[config.mk]
export PLATFORM = sky130hd
export DESIGN_NAME = alu_rr_arbiter_flat
export DESIGN_NICKNAME = d
export VERILOG_FILES = /design/src/rtl/alu_rr_arbiter_if.sv /design/src/rtl/alu_rr_arbiter.sv /design/src/flat_wrapper.sv
export SDC_FILE = /design/constraint.sdc
export NUM_CORES = 1
export LEC_CHECK = 0
export BUFFER_PORTS_ARGS = -buffer_cell sky130_fd_sc_hd__buf_4
export CAP_MARGIN = 10
export CORE_MARGIN = 4
export CORE_UTILIZATION = 51
export CTS_CLUSTER_DIAMETER = 150
export DETAILED_ROUTE_END_ITERATION = 8
export PLACE_DENSITY = 0.87
export SYNTH_ARGS = -nofsm -noshare
export SYNTH_HDL_FRONTEND = slang
export SYNTH_SLANG_ARGS = --single-unit
[constraint.sdc]
create_clock -name clk -period 11 [get_ports clk]
set_input_delay 2.2 -clock clk [delete_from_list [all_inputs] [get_ports clk]]
set_output_delay 2.2 -clock clk [all_outputs]
set_load 0.005 [all_outputs]
[src/rtl/alu_rr_arbiter_if.sv]
// Bundle between the round-robin ALU arbiter, its requesters, the shared ALU and the result consumer.
// Handshake: a transfer happens on a rising edge where valid && ready; valid never waits on ready,
// and a requester holds op/a/b stable while valid && !ready.
interface alu_rr_arbiter_if #(
  parameter int NREQ = 2,
  parameter int IDW  = 2
);
  logic [NREQ-1:0]    req_valid;
  logic [NREQ-1:0]    req_ready;
  logic [4*NREQ-1:0]  req_op;
  logic [32*NREQ-1:0] req_a;
  logic [32*NREQ-1:0] req_b;
  logic [3:0]         alu_op;
  logic [31:0]        alu_a;
  logic [31:0]        alu_b;
  logic [31:0]        alu_out;
  logic               rsp_valid;
  logic               rsp_ready;
  logic [IDW-1:0]     rsp_id;
  logic [31:0]        rsp_data;

  modport slave (
    input  req_valid, req_op, req_a, req_b, alu_out, rsp_ready,
    output req_ready, alu_op, alu_a, alu_b, rsp_valid, rsp_id, rsp_data
  );

  modport master (
    output req_valid, req_op, req_a, req_b, alu_out, rsp_ready,
    input  req_ready, alu_op, alu_a, alu_b, rsp_valid, rsp_id, rsp_data
  );
endinterface

[src/rtl/alu_rr_arbiter.sv]
// Round-robin arbiter sharing one combinational ALU between NREQ requesters through a
// two-stage in-order pipe: S1 issues operands to the ALU, S2 holds the result plus requester id.
module alu_rr_arbiter #(
  parameter int NREQ = 2,
  parameter int IDW  = 2
) (
  input  logic            clk,
  input  logic            rst,
  alu_rr_arbiter_if.slave bus,
  output logic [IDW-1:0]  rr_ptr
);
  logic           s1_valid;
  logic [3:0]     s1_op;
  logic [31:0]    s1_a;
  logic [31:0]    s1_b;
  logic [IDW-1:0] s1_id;
  logic           s2_valid;
  logic [IDW-1:0] s2_id;
  logic [31:0]    s2_data;

  logic           s2_free;
  logic           s1_move;
  logic           s1_free;
  logic           accept;
  logic           grant_found;
  int             grant_idx;
  int             scan_idx;
  logic [3:0]     sel_op;
  logic [31:0]    sel_a;
  logic [31:0]    sel_b;
  logic [IDW-1:0] grant_id;
  logic [IDW-1:0] next_ptr;

  assign s2_free = !s2_valid || bus.rsp_ready;
  assign s1_move = s1_valid && s2_free;
  assign s1_free = !s1_valid || s1_move;
  // Gated by rst so nothing looks accepted while the pipe is being flushed.
  assign accept  = s1_free && grant_found && !rst;

  always_comb begin
    grant_found = 1'b0;
    grant_idx   = 0;
    scan_idx    = 0;
    for (int k = 0; k < NREQ; k++) begin
      scan_idx = int'(rr_ptr) + k;
      if (scan_idx >= NREQ) scan_idx = scan_idx - NREQ;
      for (int i = 0; i < NREQ; i++) begin
        if (!grant_found && (i == scan_idx) && bus.req_valid[i]) begin
          grant_found = 1'b1;
          grant_idx   = i;
        end
      end
    end
  end

  always_comb begin
    sel_op        = '0;
    sel_a         = '0;
    sel_b         = '0;
    bus.req_ready = '0;
    for (int i = 0; i < NREQ; i++) begin
      if (i == grant_idx) begin
        sel_op           = bus.req_op[4*i +: 4];
        sel_a            = bus.req_a[32*i +: 32];
        sel_b            = bus.req_b[32*i +: 32];
        bus.req_ready[i] = accept;
      end
    end
  end

  assign grant_id = IDW'(grant_idx);
  assign next_ptr = (grant_idx == NREQ - 1) ? '0 : IDW'(grant_idx + 1);

  always_ff @(posedge clk or posedge rst) begin
    if (rst) begin
      s1_valid <= 1'b0;
      s1_op    <= '0;
      s1_a     <= '0;
      s1_b     <= '0;
      s1_id    <= '0;
      s2_valid <= 1'b0;
      s2_id    <= '0;
      s2_data  <= '0;
      rr_ptr   <= '0;
    end else begin
      if (s1_move) begin
        s2_valid <= 1'b1;
        s2_id    <= s1_id;
        s2_data  <= bus.alu_out;
      end else if (bus.rsp_ready && s2_valid) begin
        s2_valid <= 1'b0;
      end
      if (accept) begin
        s1_valid <= 1'b1;
        s1_op    <= sel_op;
        s1_a     <= sel_a;
        s1_b     <= sel_b;
        s1_id    <= grant_id;
        rr_ptr   <= next_ptr;
      end else if (s1_move) begin
        s1_valid <= 1'b0;
      end
    end
  end

  // An empty issue stage presents zeros so the shared ALU sees no stale operands.
  assign bus.alu_op    = s1_valid ? s1_op : 4'd0;
  assign bus.alu_a     = s1_valid ? s1_a  : 32'd0;
  assign bus.alu_b     = s1_valid ? s1_b  : 32'd0;
  assign bus.rsp_valid = s2_valid;
  assign bus.rsp_id    = s2_id;
  assign bus.rsp_data  = s2_data;
endmodule

[src/flat_wrapper.sv]
// flat-port wrapper written by rule: the top's interface ports become plain ports
module alu_rr_arbiter_flat 
#(
  parameter int NREQ = 2,
  parameter int IDW  = 2
)
  (clk, rst, rr_ptr, bus_req_valid, bus_req_op, bus_req_a, bus_req_b, bus_alu_out, bus_rsp_ready, bus_req_ready, bus_alu_op, bus_alu_a, bus_alu_b, bus_rsp_valid, bus_rsp_id, bus_rsp_data);
  alu_rr_arbiter_if #(.NREQ(NREQ), .IDW(IDW)) bus_i ();
  input  logic clk;
  input  logic rst;
  output logic [IDW-1:0] rr_ptr;
  input wire logic [$bits(bus_i.req_valid)-1:0] bus_req_valid;
  input wire logic [$bits(bus_i.req_op)-1:0] bus_req_op;
  input wire logic [$bits(bus_i.req_a)-1:0] bus_req_a;
  input wire logic [$bits(bus_i.req_b)-1:0] bus_req_b;
  input wire logic [$bits(bus_i.alu_out)-1:0] bus_alu_out;
  input wire logic [$bits(bus_i.rsp_ready)-1:0] bus_rsp_ready;
  output wire logic [$bits(bus_i.req_ready)-1:0] bus_req_ready;
  output wire logic [$bits(bus_i.alu_op)-1:0] bus_alu_op;
  output wire logic [$bits(bus_i.alu_a)-1:0] bus_alu_a;
  output wire logic [$bits(bus_i.alu_b)-1:0] bus_alu_b;
  output wire logic [$bits(bus_i.rsp_valid)-1:0] bus_rsp_valid;
  output wire logic [$bits(bus_i.rsp_id)-1:0] bus_rsp_id;
  output wire logic [$bits(bus_i.rsp_data)-1:0] bus_rsp_data;
  assign bus_i.req_valid = bus_req_valid;
  assign bus_i.req_op = bus_req_op;
  assign bus_i.req_a = bus_req_a;
  assign bus_i.req_b = bus_req_b;
  assign bus_i.alu_out = bus_alu_out;
  assign bus_i.rsp_ready = bus_rsp_ready;
  assign bus_req_ready = bus_i.req_ready;
  assign bus_alu_op = bus_i.alu_op;
  assign bus_alu_a = bus_i.alu_a;
  assign bus_alu_b = bus_i.alu_b;
  assign bus_rsp_valid = bus_i.rsp_valid;
  assign bus_rsp_id = bus_i.rsp_id;
  assign bus_rsp_data = bus_i.rsp_data;
  alu_rr_arbiter #(.NREQ(NREQ), .IDW(IDW)) u_core (.clk(clk), .rst(rst), .bus(bus_i), .rr_ptr(rr_ptr));
endmodule
=== Word level (Yosys, flattened, before mapping) ===
Index checks and enable logic that the tools add are counted.

* Register bits after elaboration: 108
* Output and inout bits: 107
* Logic and storage cells: 68
* Bits of input ports: 173

* Order comparisons: 2
* Reductions and logical operators: 24
* Multiplexer cells: 25
* Add/sub/neg operators: 4
* Eq/ne operators: 4

{| class="wikitable"
|+ Operators with widths
! cell !! number
|-
| $mux 32 || 8
|-
| $logic_not 32->1 || 3
|-
| $eq 2x32->1 const A || 2
|-
| $ge 32x3->1 const B || 1
|-
| $sub 32x3->32 const B || 1
|-
| $mux 1 || 13
|-
| $mux 4 || 3
|-
| $logic_and 1x1->1 || 11
|-
| $logic_not 1->1 || 6
|-
| $reduce_bool 2->1 || 2
|-
| $add 2x1->3 const B || 1
|-
| $sub 2x2->3 const B || 1
|-
| $add 1x1->2 const B || 1
|-
| $ge 2x2->1 const B || 1
|-
| $logic_or 1x1->1 || 2
|-
| $mux 2 || 1
|-
| $eq 1x1->1 const A || 1
|-
| $eq 1x1->1 const B || 1
|}

=== Depth between registers and ports, before layout ===
Gate-level depths: netlist of the first run.

* Depth in word-level cells: 20
* Gate-level depth with buffers: 7
* Mapped depth without buffers: 3

=== Least setup slack after synthesis of the first run ===
No wires, ideal clock.

* Path kind: input-to-output
* From: input port bus_req_valid[1]
* To: output port bus_req_ready[1]
* Data arrival time: 3148 ps
* Data required time: 8800 ps
* Stages on the path: 7
* Setup slack: 5652 ps
* Path buffers: 4
* Path through: buf_6 -> o21ba_1 -> buf_2 -> and2_4 -> buf_6 -> buf_6 -> and2_1

* Word-level cells in the longest chain between the ends: 13
* Elaborated cells between the ends (all ways): 17
* Classes of those cells: eq/ne (1); mux (7); reduce/logical (9)

{| class="wikitable"
|+ Ends and longest elaborated chain
! element !! line !! source
|-
| from (decl) || flat_wrapper.sv:12 || <nowiki>input wire logic [$bits(bus_i.req_valid)-1:0] bus_req_valid;</nowiki>
|-
| $logic_and 1x1->1 || alu_rr_arbiter.sv:48 || <nowiki>if (!grant_found && (i == scan_idx) && bus.req_valid[i]) begin</nowiki>
|-
| $mux 1 || alu_rr_arbiter.sv:48 ||
|-
| $logic_not 1->1 || alu_rr_arbiter.sv:48 ||
|-
| $logic_and 1x1->1 (2 in a row) || alu_rr_arbiter.sv:48 ||
|-
| $mux 1 || alu_rr_arbiter.sv:48 ||
|-
| $logic_not 1->1 || alu_rr_arbiter.sv:48 ||
|-
| $logic_and 1x1->1 (2 in a row) || alu_rr_arbiter.sv:48 ||
|-
| $mux 1 || alu_rr_arbiter.sv:48 ||
|-
| $logic_and 1x1->1 (2 in a row) || alu_rr_arbiter.sv:38 || <nowiki>assign accept = s1_free && grant_found && !rst;</nowiki>
|-
| $mux 1 (*) || alu_rr_arbiter.sv:62 || <nowiki>if (i == grant_idx) begin</nowiki>
|-
| to (decl) || flat_wrapper.sv:18 || <nowiki>output wire logic [$bits(bus_i.req_ready)-1:0] bus_req_ready;</nowiki>
|}

Every way passes the cells marked *; elsewhere a longest branch is shown, timed or not.

=== Final worst setup path of the first run ===
Same ends and word-level chain as after synthesis.

==> metrics.txt, run 1 <==
post-synth top area share=0.447; largest area contributor in the netlist=dfrtp_1; critical path cell sequence=buf_4 -> o21ba_2 -> buf_4 -> and2_4 -> and2_1 -> buf_4; Antenna Nets Post-Route=0; clk_lat worst skew=0.34 ns; Layout area overhead=38.0%; die extent in x=115 um; Pwr Density=148 nW/um^2; drt first pass iters=5; #FFs+latches synth=105; Synth Area per Inst=10.3 um^2; clock root cell=clkbuf_16; share of total power in the clock network=0.253; Max Buffers Root-to-Sink=2; Post-CTS Setup Bufs=0; sequential-to-total area share from yosys stat=0.447; Slowest-stage cell, CP=and2_4; largest net degree at the start of global routing=73; Yosys cell types=24; Residual DRC=0; clock sink total=105; register share of total power=0.420; first-pass GRT wire length=28.6 mm; Max-slew headroom=0.193; Critical Path AT=4.99 ns; CP most frequent cell=buf_4; slowest stage delay, CP=1.00 ns; Peak Freq=139 MHz; DPL Wire Length=12.9 mm; initial antenna violation count=0; Synth Instances=570; Initial Utilization=0.531; crit-path max FO=72; commonest non-fill, non-tap cells in the layout=284 x buf_4, 103 x dfrtp_1, 70 x a21oi_1, 69 x and2_1; via count=5592; worst hold margin=0.497 ns; total negative slack=0 ns; Ys Warns=0; clock skew=0.0109 ns; die area=13300 um^2; hold_buf cts=0; Placer Congestion=0.821; status=finished clean; IO Port Bufs=277; Worst Setup Path Type=in2out; CTS tree=yes; Switching Share=0.313; Tcrit/Tclk final=0.653; share of cells above drive strength 1=0.461; Resize count post-CTS=0; HP Class=reg2reg; maximum VDD drop=100 uV; Reg clk slew, reported paths=0.08 ns; number of antenna diodes=0; GRT Util Overall=0.271; total gr overflow=0; combinational power share=0.326; FP Rows=38; final wirelength=18.8 mm; Slew @ Worst Pin=1.21 ns; Static Leak=3.44 nW; crit path time final=7.19 ns; Die Y=115 um; max-cap check violation count=0; Net Sw Power=0.000376 W; Startpoint Class=input pin; CP required=8.80 ns; Tot Pwr=0.00120 W; H-tree levels=3; number of global-route vias before repair=5716; Iteration-0 DRC Markers=356; WL/cell=20.0 um; Ports=280; internal power=0.000824 W; endpoints failing setup=0; Final Hold Viols=0; core area=11100 um^2; commonest non-fill, non-tap cell in the layout=buf_4; drt via density=5.96; cts bufs inserted=9; Final Slew Violations=0; Worst Setup End Kind=output port; unrepaired setup endpoints after global routing=false; Post-layout nets=966; mapped cell area=5880 um^2; largest cells by area after synthesis=dfrtp_1 45%, a31oi_2 12%, o211ai_1 8.7%
-- synth_stat cells --
cell / instances
dfrtp_1: 105
a21oi_1: 70
and2_1: 69
o211ai_1: 68
o21ai_0: 68
a31oi_2: 58
clkbuf_1: 50
mux2_1: 33
buf_2: 12
a31oi_1: 10
buf_6: 9
inv_2: 3
buf_4: 2
nand2_1: 2
nand2b_1: 2
and2_4: 1
conb_1: 1
inv_1: 1
mux2_4: 1
nand3b_1: 1
nor2_1: 1
nor2b_1: 1
nor2b_2: 1
o21ba_1: 1
-- metrics by stage --
step,instance area [um^2],worst slack [ns],util,cells
2_1_floorplan,5890,5.65,-,571
3_3_place_gp,7840,3.88,0.708,922
3_5_place_dp,7840,3.85,0.708,922
4_1_cts,8120,3.84,0.733,938
5_1_grt,8120,3.64,0.733,938
6_report,8120,3.81,0.733,938
-- per-layer routing --
layer	GRT usage	wire, um	share of wire
met5	0	0	0
met3	0.0453	1570	0.083
met2	0.464	9620	0.51
met1	0.332	6840	0.36
met4	0.135	781	0.042
-- power by group through the flow --
stage	Combinational [W]	Clock (W)	Sequential, W
after floorplan	0.000206	0	0.000501
after global placement	0.000384	0	0.000505
after detailed placement	0.000394	0	0.000510
after CTS	0.000395	0.000307	0.000504
after global routing	0.000426	0.000323	0.000513
final	0.000392	0.000304	0.000505
-- critical path, delay by kind of cell --
family	cells	cell delay, ns
AOI/OAI and AO/OA	1	0.22
buffers and inverters	3	1.23
and+or+nand+nor	2	1.25
-- kinds of logic (layout without fill, tap and decap cells) --
kind of cell | Yosys count | after routing | share of synthesized area
AO/OA/AOI/OAI | 275 | 275 | 0.340
buffers and inverters | 77 | 304 | 0.0644
flip-flops | 105 | 105 | 0.447
multiplexers | 34 | 34 | 0.0657
other | 1 | 2 | 0.000637
AND/OR/NAND/NOR | 78 | 78 | 0.0827
-- area by class of cell --
| class | instances | area, um^2 |
|---|---|---|
| Multi-Input combinational cell | 389 | 2890 |
| Fill cell | 820 | 2960 |
| Tap cell | 140 | 175 |
| Timing Repair Buffer | 284 | 2130 |
| Clock inverter | 7 | 52.6 |
| Clock buffer | 9 | 225 |
| Sequential cell | 105 | 2630 |
| Inverter | 4 | 17.5 |
-- final timing paths --
path / from / end / slack (ns) / depth (start not counted)
setup / recovery: bus_req_valid[1] / bus_req_ready[1] / 3.81 / 6
hold / removal: u_core.bus.rsp_data[5]$_DFFE_PP0P_ / u_core.bus.rsp_data[5]$_DFFE_PP0P_ / 0.50 / 1
setup reg to reg: u_core.bus.rsp_valid$_DFFE_PP0P_ / u_core.s1_id[0]$_DFFE_PP0P_ / 8.34 / 4
hold reg to reg: u_core.bus.rsp_data[5]$_DFFE_PP0P_ / u_core.bus.rsp_data[5]$_DFFE_PP0P_ / 0.50 / 1
max in group asynchronous: rst / u_core.rr_ptr[0]$_DFFE_PP0P_ / 7.85 / 3
min in group asynchronous: rst / u_core.s1_a[1]$_DFFE_PP0P_ / 1.98 / 2
-- registers in the layout (all words and copies together) (netlist names) --
register	cells
u_core.s1_valid	1
u_core.bus.rsp_id	1
u_core.bus.rsp_valid	1
u_core.rr_ptr	1
u_core.bus.rsp_data	32
u_core.s1_op	4
u_core.s1_id	1
u_core.s1_b	32
u_core.s1_a	32
Power figures use the tool's default switching activity.
==> run 2, diff against run 1 <==
Settings changed: CORE_UTILIZATION 51 to 43, PLACE_DENSITY 0.87 to 0.78.
Clock period 11 ns to 6.4 ns, I/O delays scaled along.
==> run 2 against run 1 <==
Register-to-register slack worse by 4.6 ns. Non-clock buffer count unchanged. Cell count is 3.8% higher. Power grew 78%. Cell area rose by 1.2%. Flip-flop and latch count stayed put. Global-route usage fell by 4.1 points. Sequential share of layout area shrank 0.39 points. Largest cell class unchanged. Clock skew barely moved. Largest power group unchanged.
==> metrics.txt, run 2 (same netlist as run 1, synthesis figures left out) <==
Post-DP Area=7890 um^2 (was 7840 um^2); DPL Wire Length=12.7 mm (was 12.9 mm); Resize count post-CTS=0 (unchanged); CTS tree=yes (unchanged); WHS Endpoint=u_core.bus.rsp_id[0]$_DFFE_PP0P_ (was u_core.bus.rsp_data[5]$_DFFE_PP0P_); Max Buffers Root-to-Sink=2 (unchanged); final wirelength=18.7 mm (was 18.8 mm); GRT Util Overall=0.230 (was 0.271); crit-path max FO=70 (was 72); clock root cell=clkbuf_16 (unchanged); die area=15600 um^2 (was 13300 um^2); Antenna Nets Post-Route=0 (unchanged); grt met3 use=0.0443 (was 0.0453); core area=13300 um^2 (was 11100 um^2); Residual DRC=0 (unchanged); Max-slew headroom=0.188 (was 0.193); via count=5478 (was 5592); Design Area, Final=8220 um^2 (was 8120 um^2); drt first pass iters=5 (unchanged); IO Port Bufs=277 (unchanged); Worst R2R End=u_core.s1_b[18]$_DFFE_PP0P_ (was u_core.s1_id[0]$_DFFE_PP0P_); Ports=280 (unchanged); hold path startpoint=u_core.bus.rsp_id[0]$_DFFE_PP0P_ (was u_core.bus.rsp_data[5]$_DFFE_PP0P_); Pwr Density=260 nW/um^2 (was 148 nW/um^2); CP required=5.12 ns (was 8.80 ns); clock sink total=105 (unchanged); final core utilization=0.618 (was 0.733); FP Rows=42 (was 38); HP Class=reg2reg (unchanged); crit path time final=4.49 ns; Reg clk slew, reported paths=0.07 ns (was 0.08 ns); met2 usage=0.381 (was 0.464); Final Slew Violations=0 (unchanged); max-cap check violation count=0 (unchanged); drt via density=5.62 (was 5.96); cts bufs inserted=9 (unchanged); initial antenna violation count=0 (unchanged); Placer Congestion=0.837 (was 0.821); FF-to-FF Start=u_core.s1_valid$_DFFE_PP0P_ (was u_core.bus.rsp_valid$_DFFE_PP0P_); commonest non-fill, non-tap cell in the layout=buf_4 (unchanged); commonest non-fill, non-tap cells in the layout=284 x buf_4, 103 x dfrtp_1, 70 x a21oi_1, 69 x and2_1 (unchanged); die extent in x=125 um (was 115 um); largest net degree at the start of global routing=85 (was 73); Startpoint Class=input pin (unchanged); Die Y=125 um (was 115 um); Reg2Reg Depth=4 (unchanged); maximum VDD drop=120 uV (was 100 uV); R2R Setup Slk=3.78 ns (was 8.34 ns); Worst Setup Path Type=in2out (unchanged); number of global-route vias before repair=5578 (was 5716); Worst Hold Path Cells=1 (unchanged); number of antenna diodes=0 (unchanged); total negative slack=0 ns (unchanged); WL/cell=19.2 um (was 20.0 um); endpoints failing setup=0 (unchanged); first-pass GRT wire length=29.8 mm (was 28.6 mm); Peak Freq=222 MHz; GR Util met1=0.303 (was 0.332); hold_buf cts=0 (unchanged); Static Leak=3.47 nW (was 3.44 nW); Worst Setup End Kind=output port (unchanged); Tcrit/Tclk final=0.702; Iteration-0 DRC Markers=337 (was 356); unrepaired setup endpoints after global routing=false (unchanged); Initial Utilization=0.442 (was 0.531); share of cells above drive strength 1=0.460 (was 0.461); clock skew=0.0110 ns (was 0.0109 ns); H-tree levels=3 (unchanged); Post-CTS Setup Bufs=0 (unchanged); Critical Path AT=3.21 ns (was 4.99 ns); total gr overflow=0 (unchanged); status=finished clean (unchanged); Post-layout nets=966 (unchanged); Tot Pwr=0.00214 W (was 0.00120 W); Final Hold Viols=0 (unchanged); gr busiest metal=met2 (unchanged); Layout area overhead=39.7% (was 38.0%); Slew @ Worst Pin=1.22 ns (was 1.21 ns); clk_lat worst skew=0.34 ns (about the same)
==> run 2: cell types whose count changed in the layout (fill, tap and decap cells not counted), sizes merged <==
cell | before | now
bufinv | 0 | 2
clkbuf | 9 | 12
clkinv | 3 | 1
inv | 7 | 4
==> run 2: area by class of cell <==
class                   instances  area, um^2
fillers                      1121        5080
multi-input cells             389        2890
flip-flops and latches        105        2630
repair buffers                284        2130
clock buffers                  12         256
well taps                     176         220
clock inverters                 4        76.3
inverters                       4        17.5
==> run 2: report_power, final <==
part           internal [W]  leakage [nW]  switching (W)
Combinational      0.000354          2.12       0.000306
Clock              0.000365         0.159       0.000237
Sequential         0.000795          1.19      0.0000794
==> run 2: worst max-delay path by stage <==
stage | slack, ns | endpoint | from | cells past startpoint
finish | 1.91 | bus_req_ready[1] | bus_req_valid[1] | 5
global route | 1.74 | bus_req_ready[1] | bus_req_valid[1] | 5
CTS | 1.92 | bus_req_ready[1] | bus_req_valid[1] | 5
detailed placement | 1.91 | bus_req_ready[1] | bus_req_valid[1] | 5
global placement | 1.97 | bus_req_ready[1] | bus_req_valid[1] | 5
floorplan | 2.36 | u_core.bus.rsp_data[0]$_DFFE_PP0P_ | rst | 1
==> run 2: critical path, cell delays in order <==
cell and delay [ns]:
buf_4 0.57, inv_2 0.62, nor2_1 0.42, and2_1 0.18, buf_4 0.12
==> run 2: routing by layer <==
metal	up-vias	wire length [um]
li1	2554	-
met1	2638	7690
met2	254	9230
met3	32	1290
met4	0	469
met5	-	0
==> run 2: stage by stage <==
stage	setup slack (ns)	hold WS [ns]	cells
floorplan	2.36	0.458	571
global placement	1.97	0.475	958
detailed placement	1.91	0.482	958
CTS	1.92	0.498	974
global route	1.74	0.522	974
finish	1.91	0.493	974
